File: src/rtl/oddr_lanes.sv
// -----------------------------------------------------------------------------
// oddr_lanes
//
// Purpose:
//   Forwards NLANES double-data-rate output pads from a single clock. Each
//   beat carries two bits per lane: the clock-high half and the clock-low half.
//   Every lane uses an XOR encoder built from two rising-edge registers and one
//   falling-edge register. The pad is the XOR of the rising encoder register
//   and the falling register, so each clock edge changes exactly one register
//   and there is no clock-gated mux. A one-entry skid buffer holds a beat that
//   arrives while the output stage is busy. An optional training burst drives
//   a high=1 / low=0 pattern on every lane.
//
// Optional feature:
//   ODDR_TRAIN_EN - when defined, adds i_train, o_training, the burst counter
//                   and the TRAIN state. When it is undefined, none of these
//                   exist.
//
// Ports:
//   i_clk       in   1          clock; both edges are used (pad rate = 2x)
//   i_reset_n   in   1          synchronous active-low reset (rising edge)
//   i_valid     in   1          a beat is offered on i_data
//   o_ready     out  1          registered; beat accepted on i_valid && o_ready
//   i_data      in   2*NLANES   lane k: bit 2k+1 = high half, bit 2k = low half
//   i_train     in   1          one-cycle training request (ODDR_TRAIN_EN)
//   o_training  out  1          high while a burst runs     (ODDR_TRAIN_EN)
//   o_pad       out  NLANES     DDR pad outputs, after INVERT_MASK
// -----------------------------------------------------------------------------
module oddr_lanes #(
   parameter int unsigned       NLANES       = 4,
   parameter logic [NLANES-1:0] INVERT_MASK  = {NLANES{1'b0}},
   parameter int unsigned       TRAIN_CYCLES = 16
) (
   input  logic                  i_clk,
   input  logic                  i_reset_n,
   input  logic                  i_valid,
   output logic                  o_ready,
   input  logic [2*NLANES-1:0]   i_data,
`ifdef ODDR_TRAIN_EN
   input  logic                  i_train,
   output logic                  o_training,
`endif
   output logic [NLANES-1:0]     o_pad
);

   // Catch illegal parameterisations at elaboration time.
   if ((NLANES < 1) || (NLANES > 32)) begin : g_bad_nlanes
      $error("oddr_lanes: NLANES must be 1..32");
   end
   if ((TRAIN_CYCLES < 2) || (TRAIN_CYCLES > 255)) begin : g_bad_train
      $error("oddr_lanes: TRAIN_CYCLES must be 2..255");
   end

   typedef enum logic [1:0] {
      ST_IDLE  = 2'd0,
      ST_DATA  = 2'd1
`ifdef ODDR_TRAIN_EN
      , ST_TRAIN = 2'd2
`endif
   } state_t;

`ifdef ODDR_TRAIN_EN
   // The counter is loaded at burst start and the burst ends when it reads zero.
   localparam logic [7:0] TRAIN_LOAD = 8'(TRAIN_CYCLES - 1);
`endif

   // Extract the clock-high bit of every lane from a beat.
   function automatic logic [NLANES-1:0] beat_high(input logic [2*NLANES-1:0] beat);
      logic [NLANES-1:0] res;
      res = {NLANES{1'b0}};
      for (int k = 0; k < NLANES; k++) begin
         res[k] = beat[2*k+1];
      end
      return res;
   endfunction

   // Extract the clock-low bit of every lane from a beat.
   function automatic logic [NLANES-1:0] beat_low(input logic [2*NLANES-1:0] beat);
      logic [NLANES-1:0] res;
      res = {NLANES{1'b0}};
      for (int k = 0; k < NLANES; k++) begin
         res[k] = beat[2*k];
      end
      return res;
   endfunction

   // Rising-edge encoder value: rise ^ fall must equal the wanted high bit.
   function automatic logic [NLANES-1:0] rise_encode(input logic [NLANES-1:0] high,
                                                     input logic [NLANES-1:0] fall);
      return high ^ fall;
   endfunction

   state_t               state_r;
   state_t               state_next_s;
   logic                 skid_vld_r;
   logic [2*NLANES-1:0]  skid_data_r;
   logic                 skid_vld_next_s;
   logic [2*NLANES-1:0]  skid_data_next_s;
   logic [NLANES-1:0]    rise_r;       // rising-edge encoder register
   logic [NLANES-1:0]    low_r;        // rising-edge copy of this cycle's low half
   logic [NLANES-1:0]    fall_r;       // falling-edge register: low_r ^ rise_r
   logic [NLANES-1:0]    rise_next_s;
   logic [NLANES-1:0]    hi_s;
   logic [NLANES-1:0]    lo_s;
   logic                 accept_s;
   logic                 train_next_s;
`ifdef ODDR_TRAIN_EN
   logic [7:0]           cnt_r;
   logic [7:0]           cnt_next_s;
`endif

   // Next-state, emit selection and skid bookkeeping for the coming cycle.
   always_comb begin
      accept_s         = i_valid && o_ready;
      train_next_s     = 1'b0;
`ifdef ODDR_TRAIN_EN
      cnt_next_s       = 8'd0;
      // A request during a burst is ignored, so the counter never restarts.
      if ((state_r != ST_TRAIN) && i_train) begin
         train_next_s = 1'b1;
         cnt_next_s   = TRAIN_LOAD;
      end else if ((state_r == ST_TRAIN) && (cnt_r != 8'd0)) begin
         train_next_s = 1'b1;
         cnt_next_s   = cnt_r - 8'd1;
      end else begin
         train_next_s = 1'b0;
         cnt_next_s   = 8'd0;
      end
`endif
      // The idle hold repeats the last emitted low half in both halves.
      hi_s             = low_r;
      lo_s             = low_r;
      skid_vld_next_s  = skid_vld_r;
      skid_data_next_s = skid_data_r;
      state_next_s     = ST_IDLE;
`ifdef ODDR_TRAIN_EN
      if (train_next_s) begin
         hi_s         = {NLANES{1'b1}};
         lo_s         = {NLANES{1'b0}};
         state_next_s = ST_TRAIN;
         // A beat accepted as the burst starts waits in the skid.
         if (accept_s) begin
            skid_vld_next_s  = 1'b1;
            skid_data_next_s = i_data;
         end else begin
            skid_vld_next_s  = skid_vld_r;
            skid_data_next_s = skid_data_r;
         end
      end else
`endif
      if (skid_vld_r) begin
         // A held beat always goes out before any new beat.
         hi_s             = beat_high(skid_data_r);
         lo_s             = beat_low(skid_data_r);
         skid_vld_next_s  = 1'b0;
         state_next_s     = ST_DATA;
      end else if (accept_s) begin
         // Zero-latency path: the accepted beat is on the pad after this edge.
         hi_s             = beat_high(i_data);
         lo_s             = beat_low(i_data);
         state_next_s     = ST_DATA;
      end else begin
         state_next_s     = ST_IDLE;
      end

      // A lane parked in IDLE already satisfies rise ^ fall == low, so the
      // rising register stays unchanged and nothing toggles.
      if ((state_r == ST_IDLE) && (state_next_s == ST_IDLE)) begin
         rise_next_s = rise_r;
      end else begin
         rise_next_s = rise_encode(hi_s, fall_r);
      end
   end

   // Rising-edge state: FSM, skid, ready, burst counter and the encoder registers.
   always_ff @(posedge i_clk) begin
      if (!i_reset_n) begin
         state_r     <= ST_IDLE;
         o_ready     <= 1'b0;
         skid_vld_r  <= 1'b0;
         skid_data_r <= {2*NLANES{1'b0}};
         rise_r      <= {NLANES{1'b0}};
         low_r       <= {NLANES{1'b0}};
`ifdef ODDR_TRAIN_EN
         cnt_r       <= 8'd0;
         o_training  <= 1'b0;
`endif
      end else begin
         state_r     <= state_next_s;
         o_ready     <= !skid_vld_next_s && !train_next_s;
         skid_vld_r  <= skid_vld_next_s;
         skid_data_r <= skid_data_next_s;
         rise_r      <= rise_next_s;
         low_r       <= lo_s;
`ifdef ODDR_TRAIN_EN
         cnt_r       <= cnt_next_s;
         o_training  <= train_next_s;
`endif
      end
   end

   // Falling-edge register. It resolves to zero on the first falling edge
   // after reset because rise_r and low_r are both cleared.
   always_ff @(negedge i_clk) begin
      fall_r <= low_r ^ rise_r;
   end

   // Exactly one register changes per edge, so the XOR output is glitch-free.
   assign o_pad = rise_r ^ fall_r ^ INVERT_MASK;

endmodule

File: config.mk
export PLATFORM = sky130hd
export DESIGN_NAME = oddr_lanes
export DESIGN_NICKNAME = d
export VERILOG_FILES = /design/src/rtl/oddr_lanes.sv
export SDC_FILE = /design/constraint.sdc
export NUM_CORES = 1
export LEC_CHECK = 0
export BUFFER_PORTS_ARGS = -buffer_cell sky130_fd_sc_hd__buf_4
export CORE_AREA = 2 2 39 41
export CTS_CLUSTER_DIAMETER = 200
export CTS_CLUSTER_SIZE = 20
export DETAILED_ROUTE_END_ITERATION = 16
export DIE_AREA = 0 0 41 43
export PLACE_DENSITY = 0.82
export SETUP_SLACK_MARGIN = 0.5
export SLEW_MARGIN = 15
export SYNTH_ARGS = -nofsm -noshare
export SYNTH_HDL_FRONTEND = slang
export SYNTH_SLANG_ARGS = --single-unit
File: constraint.sdc
create_clock -name i_clk -period 1.14 [get_ports i_clk]
set_clock_uncertainty 0.05 [all_clocks]
set_input_delay 0.171 -clock i_clk [delete_from_list [all_inputs] [get_ports i_clk]]
set_output_delay 0.171 -clock i_clk [all_outputs]
set_load 0.02 [all_outputs]
# Word-level counts from Yosys, hierarchy flattened
# Index checks and enable logic that the tools add are counted.
word_totals:
  register_bits: 15
  latchBits: 0
  mem_bits_rw: 0
  romBits: 0
  inputBits: 11
  out_inout_bits: 5
  memories: 0
op_classes:
  n_addsub: 0
  mul: 0
  n_div: 0
  magnitude_cmp: 0
  eq_ne: 0
  n_shift: 0
  muxes: 4
  bitwise: 3
  reduce_logical: 4
ops:
  columns: ["operator", "count"]
  rows:
  - ["$xor A4 B4 Y4", 3]
  - ["$mux W4", 2]
  - ["$logic_not A2 Y1", 2]
  - ["$logic_and A1 B1 Y1", 2]
  - ["$mux W1", 2]

# Logic depth before layout (Yosys ltp)
depth:
  word_depth: 4
  ltp_mapped: 4
  depth_no_buf: 3

==> flow_summary.json <==
{
  "status": "complete, but fails checks",
  "violations": "setup timing",
  "cts_tree": "built",
  "grt_start_max_net_pins": 11,
  "vias": 552,
  "portBuffers": 15,
  "row_count": 14,
  "yosys.area.top_type": "dfxtp_1",
  "yosys-top-cells-area": "dfxtp_1 (46%), xor2_1 (17%), a221oi_2 (9.8%), xnor2_1 (5.7%), a21boi_0 (4.9%)",
  "finalSetupViolCount": 12,
  "yosys-mux-area-fraction": 0,
  "grt_overflow": 0,
  "holdBufCountCts": 0,
  "vdd_ir_drop_max_uv": 1026,
  "io_pins": 16,
  "nNetsFinal": 110,
  "vias_per_cell": 4.842,
  "fp.dieH_um": 43,
  "p_leak_uw": 0.0004840,
  "grt_pass1_vias": 543,
  "netlist_area_um2": 613.1,
  "drive_above_1_share": 0.7143,
  "syn_nets": 70,
  "synth_seq_cells": 14,
  "initial_core_util": 0.4430,
  "grt_use_total": 0.2012,
  "crit_required_ps": 920,
  "wl_mm": 1.525,
  "cts_sinks": 14,
  "critPathArrivalTime_ps": 1550,
  "crit_fanout": 3,
  "multi_input_area_um2": 427.9,
  "finalMaxSlewViolations": 0,
  "grt_pass1_wl_mm": 2.373,
  "final_core_util": 0.7875,
  "regArea_um2": 309.0,
  "fin_tns_setup_ps": -4517,
  "synth_cell_types": 15,
  "r2r_setup_slack_ps": -610,
  "hp-class": "in -> reg",
  "crit_slowest_cell": "dfxtp_4",
  "synth_compound_area_frac": 0.1796,
  "die_width_um": 41,
  "cap_viol_max_count": 0,
  "root_buffer": "clkbuf_4",
  "place_congestion": 0.6462,
  "hold_viol": 0,
  "placeableCoreArea_mm2": 0.001384,
  "drc": 0,
  "crit_chain": "xor2_2, buf_4",
  "place_hpwl_um": 922.6,
  "max_slew_margin": 0.8648,
  "dp_slack_ps": -349.6,
  "syn_to_final_growth_pct": 77.76,
  "critPathMaxStageDelay_ps": 370,
  "antenna_found_initial": 0,
  "end_kind": "primary output",
  "cts.clk_slew.worst_paths_ps": 100,
  "cts-buffers-inserted": 3,
  "netlist_instances": 59,
  "p_per_area_mw_per_mm2": 1324,
  "dpl_cell_area_um2": 849.6,
  "tightest_slew_ps": 201.4,
  "drt-initial-drc-count": 5,
  "htreeDepth": 1,
  "wire_per_inst_um": 13.38,
  "timing.final.ws_setup_ps": -633.9,
  "synth-xor-area-share": 0.2286,
  "critPathLaunchType": "flip-flop",
  "crit_family": "flip-flops",
  "synth_area_per_cell_um2": 10.39,
  "fill_cells": 85,
  "rsz0062_at_grt": "yes",
  "ys_seq_area_frac": 0.4571,
  "first_pass_iters": 4,
  "cts_max_path_buffers": 2,
  "ant_nets": 0,
  "crit_type": "reg -> out",
  "path_buf_inv": 1,
  "insertion_delay_ps": 350,
  "yosys.area_share.adder": 0,
  "ys.warnings.count": 0,
  "dieArea_mm2": 0.001763,
  "synth_top_area_frac": 0.4571,
  "fin_area_mm2": 0.001090,
  "antenna_cells": 0,
  "yosys.area_share.simple": 0.1163,
  "synth_top_family_by_area": "XOR/XNOR gates"
}
==> cells by family (layout without fill, tap and decap cells) <==
group	count (synthesis)	count (layout)
AO/OA/AOI/OAI	12	12
XOR/XNOR	16	16
buffers and inverters	2	41
flip-flops	14	14
AND/OR/NAND/NOR	15	15
==> sequential cells by signal, indices dropped and copies added, names as in the netlist <==
| name | cells |
|---|---|
| fall_r | 4 |
| low_r | 4 |
| o_ready | 1 |
| rise_r | 4 |
| state_r | 1 |
==> cells in the final DEF (no fill, tap or decap) <==
| cell | instances |
|---|---|
| nand3_2 | 3 |
| inv_1 | 4 |
| a21boi_2 | 1 |
| a221oi_2 | 4 |
| buf_6 | 9 |
| nand2_1 | 4 |
| xnor2_1 | 4 |
| o21ai_2 | 1 |
| nor2_1 | 4 |
| and3_4 | 1 |
| nand3_4 | 1 |
| buf_4 | 24 |
| nand2_8 | 1 |
| and2_4 | 1 |
| a21boi_1 | 3 |
| xor2_2 | 7 |
| clkbuf_8 | 1 |
| clkbuf_4 | 3 |
| dfxtp_2 | 8 |
| dfxtp_4 | 5 |
| xor2_1 | 5 |
| o21ai_1 | 3 |
| dfxtp_1 | 1 |
==> layer usage <==
metal / up-vias / global-route usage / routed length [um]
met5: - / 0 / 0
met4: 0 / 0.1200 / 19
met3: 2 / 0.01571 / 37
met2: 10 / 0.3063 / 811
met1: 268 / 0.2632 / 657
li1: 272 / - / -
==> layout make-up <==
type,instances,area share
Timing Repair Buffer,33,0.2583
Sequential cell,14,0.2836
Tap cell,16,0.01837
Clock buffer,4,0.03329
Clock inverter,4,0.01378
Multi-Input combinational cell,43,0.3927
==> path summary, 6_finish.rpt <==
path | startpoint | endpoint | depth (start not counted)
worst min register to register | low_r[0] | low_r[0] | 3
worst max register to register | fall_r[2] | rise_r[2] | 5
worst min-delay path | i_reset_n | o_ready | 1
worst max-delay path | fall_r[0] | o_pad[0] | 2
==> Yosys cell counts <==
cell / instances
buf_4: 1
o21ai_1: 2
inv_1: 1
and2_4: 1
xor2_1: 12
nand3_1: 4
xnor2_1: 4
a21boi_0: 4
o21ai_0: 2
nand2_1: 4
a221oi_2: 4
and3_1: 1
nor2_1: 4
dfxtp_1: 14
nand2_2: 1
==> stage by stage <==
step / hold WS [ps] / power (uW) / instances
after floorplan: 148.7 / 813.1 / 59
after global placement: 302.0 / 937.8 / 98
after detailed placement: 302.1 / 950.2 / 98
after CTS: 16.15 / 1397 / 113
after global routing: 3.893 / 1519 / 114
final: 16.74 / 1442 / 114
==> power by group <==
part | switching, uW | internal, uW
clock | 209 | 213
combinational | 189 | 240
sequential | 48.5 | 543
total | 447 | 996
==> timing repair <==
item | CTS | global route
endpoints found under the setup margin | 18 | 18
gates cloned | 0 | 0
resized for setup | 24 | 9
pin swaps | 16 | 6
setup buffers | 8 | 1
endpoints found under the hold margin | 0 | 0
No activity file was read; power rests on OpenSTA's default activity.
